[config.mk]
export PLATFORM = sky130hd
export DESIGN_NAME = tv_serial_driver_flat
export DESIGN_NICKNAME = d
export VERILOG_FILES = /design/src/rtl/tv_drv_pkg.sv /design/src/rtl/tv_serial_driver_if.sv /design/src/rtl/tv_misr16.sv /design/src/rtl/tv_serial_driver.sv /design/src/flat_wrapper.sv
export SDC_FILE = /design/constraint.sdc
export NUM_CORES = 1
export LEC_CHECK = 0
export CORE_ASPECT_RATIO = 1.5
export CORE_UTILIZATION = 60
export CTS_CLUSTER_DIAMETER = 50
export DETAILED_ROUTE_END_ITERATION = 6
export DONT_BUFFER_PORTS = 1
export HOLD_SLACK_MARGIN = 0.05
export PLACE_DENSITY = 0.72
export RECOVER_POWER = 50
export REMOVE_ABC_BUFFERS = 1
export SLEW_MARGIN = 5
export SYNTH_ARGS = -nofsm -noshare
export SYNTH_HDL_FRONTEND = slang
export SYNTH_SLANG_ARGS = --single-unit
[constraint.sdc]
create_clock -name I1470_clk -period 1.85 [get_ports I1470_clk]
set_input_delay 0.2775 -clock I1470_clk [delete_from_list [all_inputs] [get_ports I1470_clk]]
set_output_delay 0.2775 -clock I1470_clk [all_outputs]
set_load 0.05 [all_outputs]
[src/rtl/tv_drv_pkg.sv]
// Shared types and constants for the bit-serial test-vector driver and its
// response-compaction MISR.
package tv_drv_pkg;

    localparam int SIG_W = 16;
    localparam logic [SIG_W-1:0] MISR_POLY = 16'h1021;

    typedef enum logic [1:0] {
        S_IDLE,
        S_SHIFT,
        S_GAP
    } state_e;

    // One MISR step: the feedback bit folds the response into the top bit
    // before the shift.
    function automatic logic [SIG_W-1:0] misr_step(
        input logic [SIG_W-1:0] sig,
        input logic             bit_in
    );
        logic fb;
        fb = sig[SIG_W-1] ^ bit_in;
        return {sig[SIG_W-2:0], 1'b0} ^ (fb ? MISR_POLY : '0);
    endfunction

endpackage

[src/rtl/tv_serial_driver_if.sv]
// Vector handshake between a stimulus source (master) and the serial driver
// (slave).
interface tv_serial_driver_if #(
    parameter int VEC_W = 8
);
    logic [VEC_W-1:0] vec_data;
    logic             vec_valid;
    logic             vec_ready;

    modport master (
        output vec_data,
        output vec_valid,
        input  vec_ready
    );

    modport slave (
        input  vec_data,
        input  vec_valid,
        output vec_ready
    );
endinterface

[src/rtl/tv_misr16.sv]
// 16-bit MISR signature register. Clear takes priority over capture so a
// clear always yields an all-zero signature on the next cycle.
module tv_misr16
    import tv_drv_pkg::*;
(
    input  logic             clk,
    input  logic             rst,
    input  logic             clr,
    input  logic             en,
    input  logic             bit_in,
    output logic [SIG_W-1:0] sig
);

    logic [SIG_W-1:0] sig_d;
    logic [SIG_W-1:0] sig_q;

    always_comb begin
        // NOTE: default every always_comb output first so no path leaves it unassigned (latch).
        sig_d = sig_q;
        if (clr) begin
            sig_d = '0;
        end else if (en) begin
            sig_d = misr_step(sig_q, bit_in);
        end
    end

    // NOTE: sequential state uses <= so all flops update from pre-edge values.
    always_ff @(posedge clk) begin
        if (rst) begin
            sig_q <= '0;
        end else begin
            sig_q <= sig_d;
        end
    end

    assign sig = sig_q;

endmodule

[src/rtl/tv_serial_driver.sv]
// Bit-serial test-vector transmitter: shifts accepted vectors out LSB-first
// with a frame strobe and compacts the response into a MISR signature.
// Define TV_DRV_PARITY_EN to append an even-parity bit to every frame.
module tv_serial_driver
    import tv_drv_pkg::*;
#(
    parameter int VEC_W = 8,
    parameter int GAP   = 2
) (
    input  logic                     I1470_clk,
    input  logic                     I1477_rst,
    tv_serial_driver_if.slave        vec_if,
    output logic                     ser_out,
    output logic                     ser_frame,
    input  logic                     resp_in,
    input  logic                     sig_clr,
    output logic [SIG_W-1:0]         sig_out,
    output logic                     done
);

`ifdef TV_DRV_PARITY_EN
    localparam int FRAME_W = VEC_W + 1;
`else
    localparam int FRAME_W = VEC_W;
`endif
    localparam int CNT_W = $clog2(FRAME_W);
    localparam int GAP_W = (GAP > 1) ? $clog2(GAP) : 1;
    localparam logic [CNT_W-1:0] LAST_BIT = CNT_W'(FRAME_W - 1);
    localparam logic [GAP_W-1:0] LAST_GAP = GAP_W'((GAP > 0) ? GAP - 1 : 0);

    logic [FRAME_W-1:0] frame_word;

`ifdef TV_DRV_PARITY_EN
    assign frame_word = {^vec_if.vec_data, vec_if.vec_data};
`else
    assign frame_word = vec_if.vec_data;
`endif

    state_e             state_d, state_q;
    logic [FRAME_W-2:0] shift_d, shift_q;
    logic [CNT_W-1:0]   cnt_d, cnt_q;
    logic [GAP_W-1:0]   gap_d, gap_q;
    logic               ser_out_d, ser_out_q;
    logic               ser_frame_d, ser_frame_q;
    logic               done_d, done_q;

    // Bit 0 is registered straight from the handshake so it appears on the
    // cycle after acceptance; shift_q holds only the bits still to be sent.
    always_comb begin
        state_d     = state_q;
        shift_d     = shift_q;
        cnt_d       = cnt_q;
        gap_d       = gap_q;
        ser_out_d   = 1'b0;
        ser_frame_d = 1'b0;
        done_d      = 1'b0;

        case (state_q)
            S_IDLE: begin
                if (vec_if.vec_valid) begin
                    state_d     = S_SHIFT;
                    ser_out_d   = frame_word[0];
                    ser_frame_d = 1'b1;
                    shift_d     = frame_word[FRAME_W-1:1];
                    cnt_d       = '0;
                end
            end
            S_SHIFT: begin
                if (cnt_q == LAST_BIT) begin
                    done_d  = 1'b1;
                    gap_d   = '0;
                    state_d = (GAP > 0) ? S_GAP : S_IDLE;
                end else begin
                    ser_out_d   = shift_q[0];
                    ser_frame_d = 1'b1;
                    shift_d     = shift_q >> 1;
                    cnt_d       = cnt_q + 1'b1;
                end
            end
            S_GAP: begin
                if (gap_q == LAST_GAP) begin
                    state_d = S_IDLE;
                end else begin
                    gap_d = gap_q + 1'b1;
                end
            end
            default: begin
                state_d = S_IDLE;
            end
        endcase
    end

    always_ff @(posedge I1470_clk) begin
        if (I1477_rst) begin
            state_q     <= S_IDLE;
            shift_q     <= '0;
            cnt_q       <= '0;
            gap_q       <= '0;
            ser_out_q   <= 1'b0;
            ser_frame_q <= 1'b0;
            done_q      <= 1'b0;
        end else begin
            state_q     <= state_d;
            shift_q     <= shift_d;
            cnt_q       <= cnt_d;
            gap_q       <= gap_d;
            ser_out_q   <= ser_out_d;
            ser_frame_q <= ser_frame_d;
            done_q      <= done_d;
        end
    end

    // Ready is gated by reset combinationally so no vector can be taken while
    // the driver is being reset.
    assign vec_if.vec_ready = (state_q == S_IDLE) && !I1477_rst;

    assign ser_out   = ser_out_q;
    assign ser_frame = ser_frame_q;
    assign done      = done_q;

    tv_misr16 u_misr (
        .clk    (I1470_clk),
        .rst    (I1477_rst),
        .clr    (sig_clr),
        .en     (ser_frame_q),
        .bit_in (resp_in),
        .sig    (sig_out)
    );

endmodule

[src/flat_wrapper.sv]
// flat-port wrapper written by rule: the top's interface ports become plain ports
module tv_serial_driver_flat import tv_drv_pkg::*;
#(
    parameter int VEC_W = 8,
    parameter int GAP   = 2
)
  (I1470_clk, I1477_rst, ser_out, ser_frame, resp_in, sig_clr, sig_out, done, vec_if_vec_data, vec_if_vec_valid, vec_if_vec_ready);
  tv_serial_driver_if #(.VEC_W(VEC_W)) vec_if_i ();
  input  logic I1470_clk;
  input  logic I1477_rst;
  output logic ser_out;
  output logic ser_frame;
  input  logic resp_in;
  input  logic sig_clr;
  output logic [SIG_W-1:0] sig_out;
  output logic done;
  input wire logic [$bits(vec_if_i.vec_data)-1:0] vec_if_vec_data;
  input wire logic [$bits(vec_if_i.vec_valid)-1:0] vec_if_vec_valid;
  output wire logic [$bits(vec_if_i.vec_ready)-1:0] vec_if_vec_ready;
  assign vec_if_i.vec_data = vec_if_vec_data;
  assign vec_if_i.vec_valid = vec_if_vec_valid;
  assign vec_if_vec_ready = vec_if_i.vec_ready;
  tv_serial_driver #(.VEC_W(VEC_W), .GAP(GAP)) u_core (.I1470_clk(I1470_clk), .I1477_rst(I1477_rst), .vec_if(vec_if_i), .ser_out(ser_out), .ser_frame(ser_frame), .resp_in(resp_in), .sig_clr(sig_clr), .sig_out(sig_out), .done(done));
endmodule
==> results.toml <==
[power_and_ir_drop]
leakage_nw = 0.540
power.density_mw_per_mm2 = 918
peakVddDrop_uv = 523
report.power.total_mw = 1.27

[sta]
finalSetupViolations = 0
layout_setup_ws_ns = 0.225
finalCritPeriodShare_pct = 87.8
tightest_slew_ns = 0.783
maxSlewViolCount = 0
tns_ns = 0
fin_crit_ns = 1.62
finalHoldViolCount = 0
skew_ns = 0.00476
relSlewSlack_pct = 47.8
fmax_mhz = 616
rsz0062_at_grt = "no"
hold_ws_ns = 0.0701

[placement]
dp_hpwl_mm = 1.59
io_buffers = 0
pre_cts_ws_ns = 0.234
place.gp.congestion = 0.653

[synth]
yosys.area_share.simple_pct = 17.0
synth_top_family_by_area = "simple AND/OR/NAND/NOR gates"
muxShareOfSynthArea_pct = 14.4
syn_area_mm2 = 0.00132
synth_cell_types = 29
synthesis.instances = 132
synth_xor_area_share_pct = 1.33
ys_warn_count = 0
synth_top_area_cell = "dfxtp_1"
synthAdderAreaFrac_pct = 1.90
synth.area.top_cells = "dfxtp_1 (49%), mux2i_1 (14%), nor2_1 (5.1%), o32ai_1 (4.0%), inv_1 (2.6%)"
post_synth.cell_area_avg_um2 = 9.98
ys_seq_elements = 32
synth-compound-area-share_pct = 9.78
ys_seq_area_share_pct = 48.6
netlist.area_leader.share_pct = 48.6

[routing]
wire_per_inst_um = 14.4
via_count = 902
drc = 0
drtAntennaViolNets = 0
drt-pass1-iter-count = 4
drt_wl_total_mm = 2.27
drt_iter0_drc = 9
viasPerCell = 5.71

[grt]
grt_pass1_vias = 881
grt_max_degree = 23
grt_overflow = 0
antenna_found_initial = 0
track_usage_pct = 21.9
grt_pass1_wl_mm = 3.53

[min_path]
holdCritStartpoint = "I1477_rst"
hold_path.class = "in -> reg"
hold_depth = 1
holdPathEnd = "u_core.shift_q[3]"

[critical_path]
reg2regPathDepth = 5
path_max_fanout = 8
end_kind = "flip-flop"
timing.rr.start = "u_core.cnt_q[0]"
cp-start-kind = "flip-flop"
r2r-end = "u_core.shift_q[3]"
worstSetupPathType = "reg -> reg"
cp.required_ns = 2.03
arrival_ns = 1.81
r2r_slack_ns = 0.23

[clocking]
cts_hold_buffers = 1
postCtsSetupRepairBufs = 0
cts_tree = "done"
cts_buffers = 5
clk_pin_slew_worst_paths_ns = 0.09
ctsResizeCount = 0
cts_num_sinks = 32
clk_latency_ns = 0.32
cts_root_buffer = "clkbuf_4"
cts_buffer_depth = 2
htree_levels = 2

[cells_and_area]
syn_to_final_growth_pct = 5.32
fin_nets = 150
antenna_cells = 0
n_fill_cell = 184
layout-drive-gt1-share_pct = 8.09

[die]
core_mm2 = 0.00205
rows = 20
die_height_um = 59.4
die_w_um = 40.3
dieArea_mm2 = 0.00239
start_util_pct = 64.2
io_pins = 33

[run]
drv_cap = 0

[run_status]
status = "completed"
## Yosys cell counts (all sizes together)
library cell and count:
clkbuf 5, nand3 3, a21oi 1, nand4b 2
nor2 18, xnor2 1, o2bb2ai 2, o21ai 4
a211oi 2, nor3 4, buf 4, dfxtp 32
a32oi 1, or4 1, nand2 1, nand2b 5
xor2 1, nand3b 3, o32ai 6, o21ba 1
nor2b 2, or2 1, ha 2, mux2i 19
inv 9, nand4 2
## layout make-up
cell class	instances	area (µm²)	share of cell area, %
flip-flops and latches	32	641	46.2
clock buffers	8	58.8	4.24
inverters	9	33.8	2.43
well taps	22	27.5	1.98
multi-input cells	82	591	42.6
repair buffers	5	36.3	2.61
## registers in the layout, indices dropped and copies added (netlist names)
| signal | count |
|---|---|
| u_core.u_misr.sig | 16 |
| u_core.shift_q | 7 |
| u_core.cnt_q | 3 |
| u_core.state_q | 2 |
| u_core.done | 1 |
| u_core.gap_q | 1 |
| u_core.ser_frame | 1 |
| u_core.ser_out | 1 |
## cells by family after synthesis
family	after synthesis
AO/OA/AOI/OAI	17
adder cells (fa/ha/maj)	2
flip-flops	32
buffers and inverters	18
multiplexers	19
XOR/XNOR	2
AND/OR/NAND/NOR	42
## how the worst max path moves through the flow
stage | slack, ns | cells after the start | endpoint | from
final | 0.23 | 5 | u_core.shift_q[3] | u_core.cnt_q[0]
after global routing | 0.08 | 5 | u_core.shift_q[3] | u_core.cnt_q[0]
after CTS | 0.22 | 5 | u_core.shift_q[3] | u_core.cnt_q[0]
after detailed placement | 0.23 | 5 | u_core.shift_q[2] | u_core.cnt_q[0]
after global placement | 0.35 | 5 | u_core.shift_q[1] | u_core.cnt_q[0]
after floorplan | 0.008 | 3 | u_core.shift_q[6] | u_core.state_q[0]
## through the flow
step / instance area [µm²] / std cells / utilization (%)
3_3_place_gp: 1320 / 148 / 64.1
3_5_place_dp: 1320 / 148 / 64.1
2_1_floorplan: 1260 / 123 / -
4_1_cts: 1380 / 157 / 67.4
5_1_grt: 1390 / 158 / 67.6
6_report: 1390 / 158 / 67.6
## where the power goes
group,switching (mW),internal (mW)
Combinational,0.0746,0.0520
Clock,0.218,0.187
Sequential,0.0303,0.712
## placed cells by master, fill, tap and decap left out, types with 3 or more instances in the layout
cell type	count
inv_1	9
nand3b_1	3
nor2_1	18
nand3_1	3
nand2b_1	4
clkbuf_1	3
nor3_1	3
clkbuf_4	5
mux2i_1	19
dfxtp_1	32
o32ai_1	6
## per-layer routing
metal  up-vias  global-route usage [%]  share of wire (%)
li1        462                       -                  -
met1       405                    22.2                 40
met2        30                    35.9                 50
met3         5                    9.40                7.8
met4         0                    11.9                2.2
met5         -                       0                  0
## critical path, cell delays in order (launching register included)
cell and delay [ns]:
dfxtp_1 0.37, ha_1 0.16, ha_1 0.23, nor2b_1 0.08, o21ai_1 0.45, o32ai_1 0.18
Note: power is estimated with default switching activity, not from simulation.
